**config.mk**
```make
export PLATFORM = sky130hd
export DESIGN_NAME = sampqueue
export DESIGN_NICKNAME = d
export VERILOG_FILES = /design/src/rtl/sampqueue.sv
export SDC_FILE = /design/constraint.sdc
export NUM_CORES = 1
export LEC_CHECK = 0
export ABC_AREA = 0
export CAP_MARGIN = 20
export CORE_AREA = 2 2 299 301
export DETAILED_ROUTE_END_ITERATION = 10
export DIE_AREA = 0 0 301 303
export GPL_ROUTABILITY_DRIVEN = 0
export HOLD_SLACK_MARGIN = 0.03
export PLACE_DENSITY = 0.72
export SYNTH_ARGS = -nofsm -noshare
export SYNTH_HDL_FRONTEND = slang
export SYNTH_SLANG_ARGS = --single-unit
```
**constraint.sdc**
```tcl
create_clock -name clk -period 5.2 [get_ports clk]
set_clock_uncertainty 0.1 [all_clocks]
set_input_delay 0.52 -clock clk [delete_from_list [all_inputs] [get_ports clk]]
set_output_delay 0.52 -clock clk [all_outputs]
set_load 0.03 [all_outputs]
```
**src/rtl/sampqueue.sv**
```systemverilog
// Sample queue: buffers wide samples in a circular FIFO and serialises them
// LSB-byte-first onto an 8-bit valid/ready stream, counting overflow drops.
module sampqueue #(
    parameter int SAMPLE_W   = 72,
    parameter int DEPTH_BITS = 4
) (
    input  logic                  clk,
    input  logic                  rst,
    input  logic                  enable,
    output logic                  sq_active,
    input  logic [SAMPLE_W-1:0]   sample,
    input  logic                  sample_avail,
    output logic [7:0]            data_out,
    output logic                  data_valid,
    input  logic                  data_ready,
    output logic [DEPTH_BITS:0]   level,
    output logic [15:0]           overflow_count
);

    localparam int NB    = SAMPLE_W / 8;
    localparam int DEPTH = 1 << DEPTH_BITS;
    localparam int IDX_W = (NB > 1) ? $clog2(NB) : 1;
    localparam logic [IDX_W-1:0]    LAST_IDX   = IDX_W'(NB - 1);
    localparam logic [DEPTH_BITS:0] FULL_LEVEL = (DEPTH_BITS+1)'(DEPTH);

    typedef enum logic {S_EMPTY, S_SEND} state_t;

    state_t                  state_reg, state_next;
    logic                    sq_active_reg;
    logic [15:0]             ovf_reg;
    logic [DEPTH_BITS-1:0]   wptr_reg, rptr_reg;
    logic [DEPTH_BITS:0]     level_reg, level_next;
    logic [SAMPLE_W-1:0]     shift_reg;
    logic [IDX_W-1:0]        idx_reg;
    logic [SAMPLE_W-1:0]     mem [DEPTH];

    logic push_try, full, push_ok, last_accept, pop;

    always_comb begin
        push_try    = sample_avail && sq_active_reg;
        full        = (level_reg == FULL_LEVEL);
        push_ok     = push_try && !full;
        last_accept = (state_reg == S_SEND) && data_ready && (idx_reg == LAST_IDX);
        // The serialiser refills either from idle or on the final byte accept,
        // so consecutive samples stream without a bubble.
        pop         = (level_reg != '0) && ((state_reg == S_EMPTY) || last_accept);
    end

    always_comb begin
        level_next = level_reg;
        case ({push_ok, pop})
            2'b10:   level_next = level_reg + 1'b1;
            2'b01:   level_next = level_reg - 1'b1;
            default: level_next = level_reg;
        endcase
    end

    // Sample storage has no reset so it maps onto block RAM.
    always_ff @(posedge clk) begin
        if (push_ok)
            mem[wptr_reg] <= sample;
    end

    always_ff @(posedge clk or posedge rst) begin
        if (rst)
            state_reg <= S_EMPTY;
        else
            state_reg <= state_next;
    end

    always_comb begin
        state_next = state_reg;
        case (state_reg)
            S_EMPTY: if (pop) state_next = S_SEND;
            S_SEND:  if (last_accept && !pop) state_next = S_EMPTY;
            default: state_next = S_EMPTY;
        endcase
    end

    always_comb begin
        data_valid     = (state_reg == S_SEND);
        data_out       = shift_reg[{idx_reg, 3'b000} +: 8];
        sq_active      = sq_active_reg;
        level          = level_reg;
        overflow_count = ovf_reg;
    end

    always_ff @(posedge clk or posedge rst) begin
        if (rst) begin
            sq_active_reg <= 1'b0;
            ovf_reg       <= '0;
            wptr_reg      <= '0;
            rptr_reg      <= '0;
            level_reg     <= '0;
            shift_reg     <= '0;
            idx_reg       <= '0;
        end else begin
            sq_active_reg <= enable;
            if (enable && !sq_active_reg)
                ovf_reg <= '0;
            else if (push_try && full && ovf_reg != 16'hFFFF)
                ovf_reg <= ovf_reg + 16'd1;
            if (push_ok)
                wptr_reg <= wptr_reg + 1'b1;
            level_reg <= level_next;
            if (pop) begin
                shift_reg <= mem[rptr_reg];
                rptr_reg  <= rptr_reg + 1'b1;
                idx_reg   <= '0;
            end else if ((state_reg == S_SEND) && data_ready && (idx_reg != LAST_IDX)) begin
                idx_reg <= idx_reg + 1'b1;
            end
        end
    end

endmodule
```
==> impl_results.html <==
<table>
<tr><th>Metric</th><th>Value</th></tr>
<tr><th colspan="2">GRT</th></tr>
<tr><td>Initial antenna violation count</td><td>4</td></tr>
<tr><td>First-pass GRT wire length</td><td>161 mm</td></tr>
<tr><td>Vias in the first global route</td><td>24200</td></tr>
<tr><td>Aggregate global routing overflow</td><td>0</td></tr>
<tr><td>Overall Global Routing Usage</td><td>24.2%</td></tr>
<tr><td>Maximum number of pins on one net before global-route repair</td><td>83</td></tr>
<tr><th colspan="2">Synth</th></tr>
<tr><td>Count of yosys warnings during synthesis</td><td>0</td></tr>
<tr><td>Async SR Flop Fraction</td><td>8.50%</td></tr>
<tr><td>Gate Count Post-Synth</td><td>2187</td></tr>
<tr><td>Top FF cell, synth</td><td>edfxtp_1</td></tr>
<tr><td>Synth area leader</td><td>edfxtp_1</td></tr>
<tr><td>Leading cell types by count after synthesis</td><td>1152 x edfxtp_1, 304 x mux4_2, 144 x o22ai_1, 107 x dfrtp_1, 84 x clkbuf_1</td></tr>
<tr><td>Number of synthesized flops with an enable pin</td><td>1152</td></tr>
<tr><td>Synth top area cells</td><td>edfxtp_1 72%, mux4_2 14%, dfrtp_1 5.6%</td></tr>
<tr><td>Count of distinct cell types in the synthesized netlist</td><td>50</td></tr>
<tr><td>Dominant cell by count in the synthesized netlist</td><td>edfxtp_1</td></tr>
<tr><td>Post-synthesis instance area</td><td>48100 um^2</td></tr>
<tr><td>Fraction of post-synthesis cell area in the top cell type by area</td><td>71.9%</td></tr>
<tr><td>Post-Syn Area per Cell</td><td>22.0 um^2</td></tr>
<tr><td>Fraction of the yosys area taken by sequential cells</td><td>77.4%</td></tr>
<tr><td>Synth Net Count</td><td>2276</td></tr>
<tr><td>Flip-flop and latch count after synthesis</td><td>1259</td></tr>
<tr><th colspan="2">Cells and area</th></tr>
<tr><td>Max reg flops</td><td>1152</td></tr>
<tr><td>Proportion of layout cells with a drive suffix above 1</td><td>26.0%</td></tr>
<tr><td>Final Net Count</td><td>2423</td></tr>
<tr><td>Post-layout utilization of the core</td><td>62.1%</td></tr>
<tr><td>Syn-to-layout area delta</td><td>13.5%</td></tr>
<tr><td>Final instance area</td><td>54700 um^2</td></tr>
<tr><th colspan="2">STA</th></tr>
<tr><td>Max Clk Rate</td><td>258 MHz</td></tr>
<tr><td>Number of hold-slack violations in the final timing report</td><td>0</td></tr>
<tr><td>Final period util</td><td>74.4%</td></tr>
<tr><td>Worst-margin pin slew</td><td>1060 ps</td></tr>
<tr><td>Total setup violations reported at the end of the flow</td><td>0</td></tr>
<tr><td>Setup_tns</td><td>0 ps</td></tr>
<tr><td>Final critical-path required period</td><td>3870 ps</td></tr>
<tr><td>Pins over their slew limit</td><td>0</td></tr>
<tr><td>RSZ-0062 raised after global routing</td><td>false</td></tr>
<tr><td>Worst max-slew margin expressed relative to the limit</td><td>29.1%</td></tr>
<tr><td>Hold slack</td><td>242 ps</td></tr>
<tr><th colspan="2">Setup path</th></tr>
<tr><td>WS Path Type</td><td>reg2out</td></tr>
<tr><td>Timing endpoint of the critical path</td><td>data_out[2]</td></tr>
<tr><td>Register-to-register setup slack</td><td>1560 ps</td></tr>
<tr><td>Logic depth of the worst register-to-register path</td><td>11</td></tr>
<tr><td>Critical Path Source Type</td><td>flip-flop</td></tr>
<tr><td>Worst stage delay on the critical path</td><td>930 ps</td></tr>
<tr><td>Chain of cells forming the critical path</td><td>mux4_2, mux2i_1, o21ai_0, clkdlybuf4s50_1</td></tr>
<tr><td>Data required time of the worst path</td><td>4580 ps</td></tr>
<tr><td>Element type at the critical path end</td><td>primary output</td></tr>
<tr><td>Data arrival time of the worst path</td><td>3250 ps</td></tr>
<tr><td>Terminus of the critical flop-to-flop path</td><td>level[4]</td></tr>
<tr><td>Timing startpoint of the critical path</td><td>idx_reg[1]</td></tr>
<tr><td>Critical-path maximum fanout</td><td>20</td></tr>
<tr><td>Launch instance of the worst register-to-register path</td><td>idx_reg[1]</td></tr>
<tr><td>Cell with the largest stage delay on the worst path</td><td>dfrtp_1</td></tr>
<tr><th colspan="2">Power and ir drop</th></tr>
<tr><td>Sum of internal, switching and leakage power</td><td>26.8 mW</td></tr>
<tr><td>Reported leakage power</td><td>17.2 nW</td></tr>
<tr><td>PwrDens</td><td>490 nW/um^2</td></tr>
<tr><td>Worst ir drop on vdd</td><td>0.000593 V</td></tr>
<tr><th colspan="2">CTS</th></tr>
<tr><td>Number of sinks driven by the clock tree</td><td>1259</td></tr>
<tr><td>Deepest level of the CTS H-tree</td><td>3</td></tr>
<tr><td>Num CTS Buffers</td><td>119</td></tr>
<tr><td>Worst skew pair latency</td><td>690 ps</td></tr>
<tr><td>Root buffer cell</td><td>clkbuf_16</td></tr>
<tr><td>Post-cts resize count</td><td>0</td></tr>
<tr><td>Clock Tree Buf Depth</td><td>3</td></tr>
<tr><td>Post-CTS Repair Setup Buffers</td><td>0</td></tr>
<tr><td>Reg clk slew, reported paths</td><td>60 ps</td></tr>
<tr><td>Hold Buf Count CTS</td><td>0</td></tr>
<tr><td>TritonCTS clock tree</td><td>done</td></tr>
<tr><th colspan="2">Die</th></tr>
<tr><td>Initial Utilization</td><td>54.7%</td></tr>
<tr><td>Area of the core</td><td>88000 um^2</td></tr>
<tr><td>Core Rows</td><td>109</td></tr>
<tr><td>Vert. Die Dim</td><td>303 um</td></tr>
<tr><td>Boundary pin count</td><td>108</td></tr>
<tr><td>Die Span X</td><td>301 um</td></tr>
<tr><td>Die ar.</td><td>91200 um^2</td></tr>
<tr><th colspan="2">Routing</th></tr>
<tr><td>Vias</td><td>23400</td></tr>
<tr><td>Routed len/inst</td><td>30.1 um</td></tr>
<tr><td>Final routed wirelength across all metal layers</td><td>109 mm</td></tr>
<tr><td>DRC viols</td><td>0</td></tr>
<tr><td>Number of iterations in the first detailed-routing pass</td><td>5</td></tr>
<tr><td>Routed via count divided by cell count</td><td>6.50</td></tr>
<tr><td>Violation count after the first detailed-routing iteration</td><td>2676</td></tr>
<tr><td>Post-detailed-route count of antenna-violating nets</td><td>0</td></tr>
<tr><th colspan="2">Outcome</th></tr>
<tr><td>Outcome</td><td>finished clean</td></tr>
<tr><th colspan="2">Placed design</th></tr>
<tr><td>Quantity of I/O buffers inserted on ports</td><td>107</td></tr>
<tr><td>Detailed Place HPWL</td><td>60.3 mm</td></tr>
<tr><td>Post-Place Cell Area</td><td>50800 um^2</td></tr>
<tr><th colspan="2">Min path</th></tr>
<tr><td>Hold Path Class</td><td>in2reg</td></tr>
<tr><th colspan="2">Run</th></tr>
<tr><td># Max-Cap Violations</td><td>0</td></tr>
</table>
-- layer usage --
| layer | share of wire, % | vias up | track usage [%] |
|---|---|---|---|
| li1 | - | 9567 | - |
| met5 | 0.021 | - | 0 |
| met1 | 40 | 12500 | 34.3 |
| met4 | 1.8 | 4 | 5.98 |
| met2 | 50 | 1147 | 39.9 |
| met3 | 8.5 | 152 | 4.23 |
-- area by class of cell --
| class | instances | area, um^2 |
|---|---|---|
| Tap cell | 1165 | 1460 |
| Clock buffer | 160 | 3310 |
| Clock inverter | 64 | 528 |
| Sequential cell | 1259 | 37300 |
| Fill cell | 5831 | 33300 |
| Timing Repair Buffer | 157 | 1660 |
| Antenna cell | 2 | 5.00 |
| Inverter | 8 | 35.0 |
| Multi-Input combinational cell | 789 | 10400 |
-- power by group --
| group | leakage (nW) | switching (mW) | total (mW) | internal [mW] |
|---|---|---|---|---|
| Combinational | 3.65 | 2.90 | 5.62 | 2.72 |
| Clock | 1.86 | 3.64 | 8.44 | 4.80 |
| Sequential | 11.6 | 0.831 | 12.7 | 11.9 |
-- metrics by stage --
stage,setup slack (ps),instances
after global placement,1690,3378
after detailed placement,1570,3378
after global routing,1230,3603
after CTS,1310,3602
final,1330,3604
after floorplan,1370,2187
-- worst min path at each step --
stage | depth (start not counted) | from | slack [ps] | end
after CTS | 1 | enable | 210 | sq_active
after floorplan | 1 | rptr_reg[2] | 400 | rptr_reg[2]
after global placement | 1 | overflow_count[11] | 380 | overflow_count[11]
final | 1 | enable | 240 | sq_active
after detailed placement | 1 | overflow_count[11] | 410 | overflow_count[11]
after global routing | 1 | enable | 220 | sq_active
-- critical path: cells and delay by family, from the launching register on --
family	cells	cell delay, ps
AOI/OAI and AO/OA	1	170
buffers and inverters	1	620
DFF	1	930
muxes	2	850
-- cells in the final DEF, fill, tap and decap left out, drive strengths merged, types with 3 or more instances in the layout --
cell	instances
mux2	74
nor2	9
clkinvlp	10
and2	18
clkinv	44
and4	9
nor3	3
o21ai	13
and3	3
clkbuf	160
clkdlybuf4s50	107
nand3	8
mux2i	15
xor2	8
nand2	22
mux4	304
and3b	3
xnor2	7
edfxtp	1152
o31ai	4
o22ai	144
nand2b	8
inv	11
or4	6
nand4	9
a21oi	82
ha	12
nor2b	3
bufinv	7
buf	50
dfrtp	107
-- logic make-up after synthesis --
family,share of synthesized area (%)
xor gates and xnor gates,0.273
adders and majority gates,0.312
DFF,77.4
AOI/OAI and AO/OA,3.14
and+or+nand+nor,1.43
muxes,16.3
buffers and inverters,1.16
Note: power is estimated with default switching activity, not from simulation.
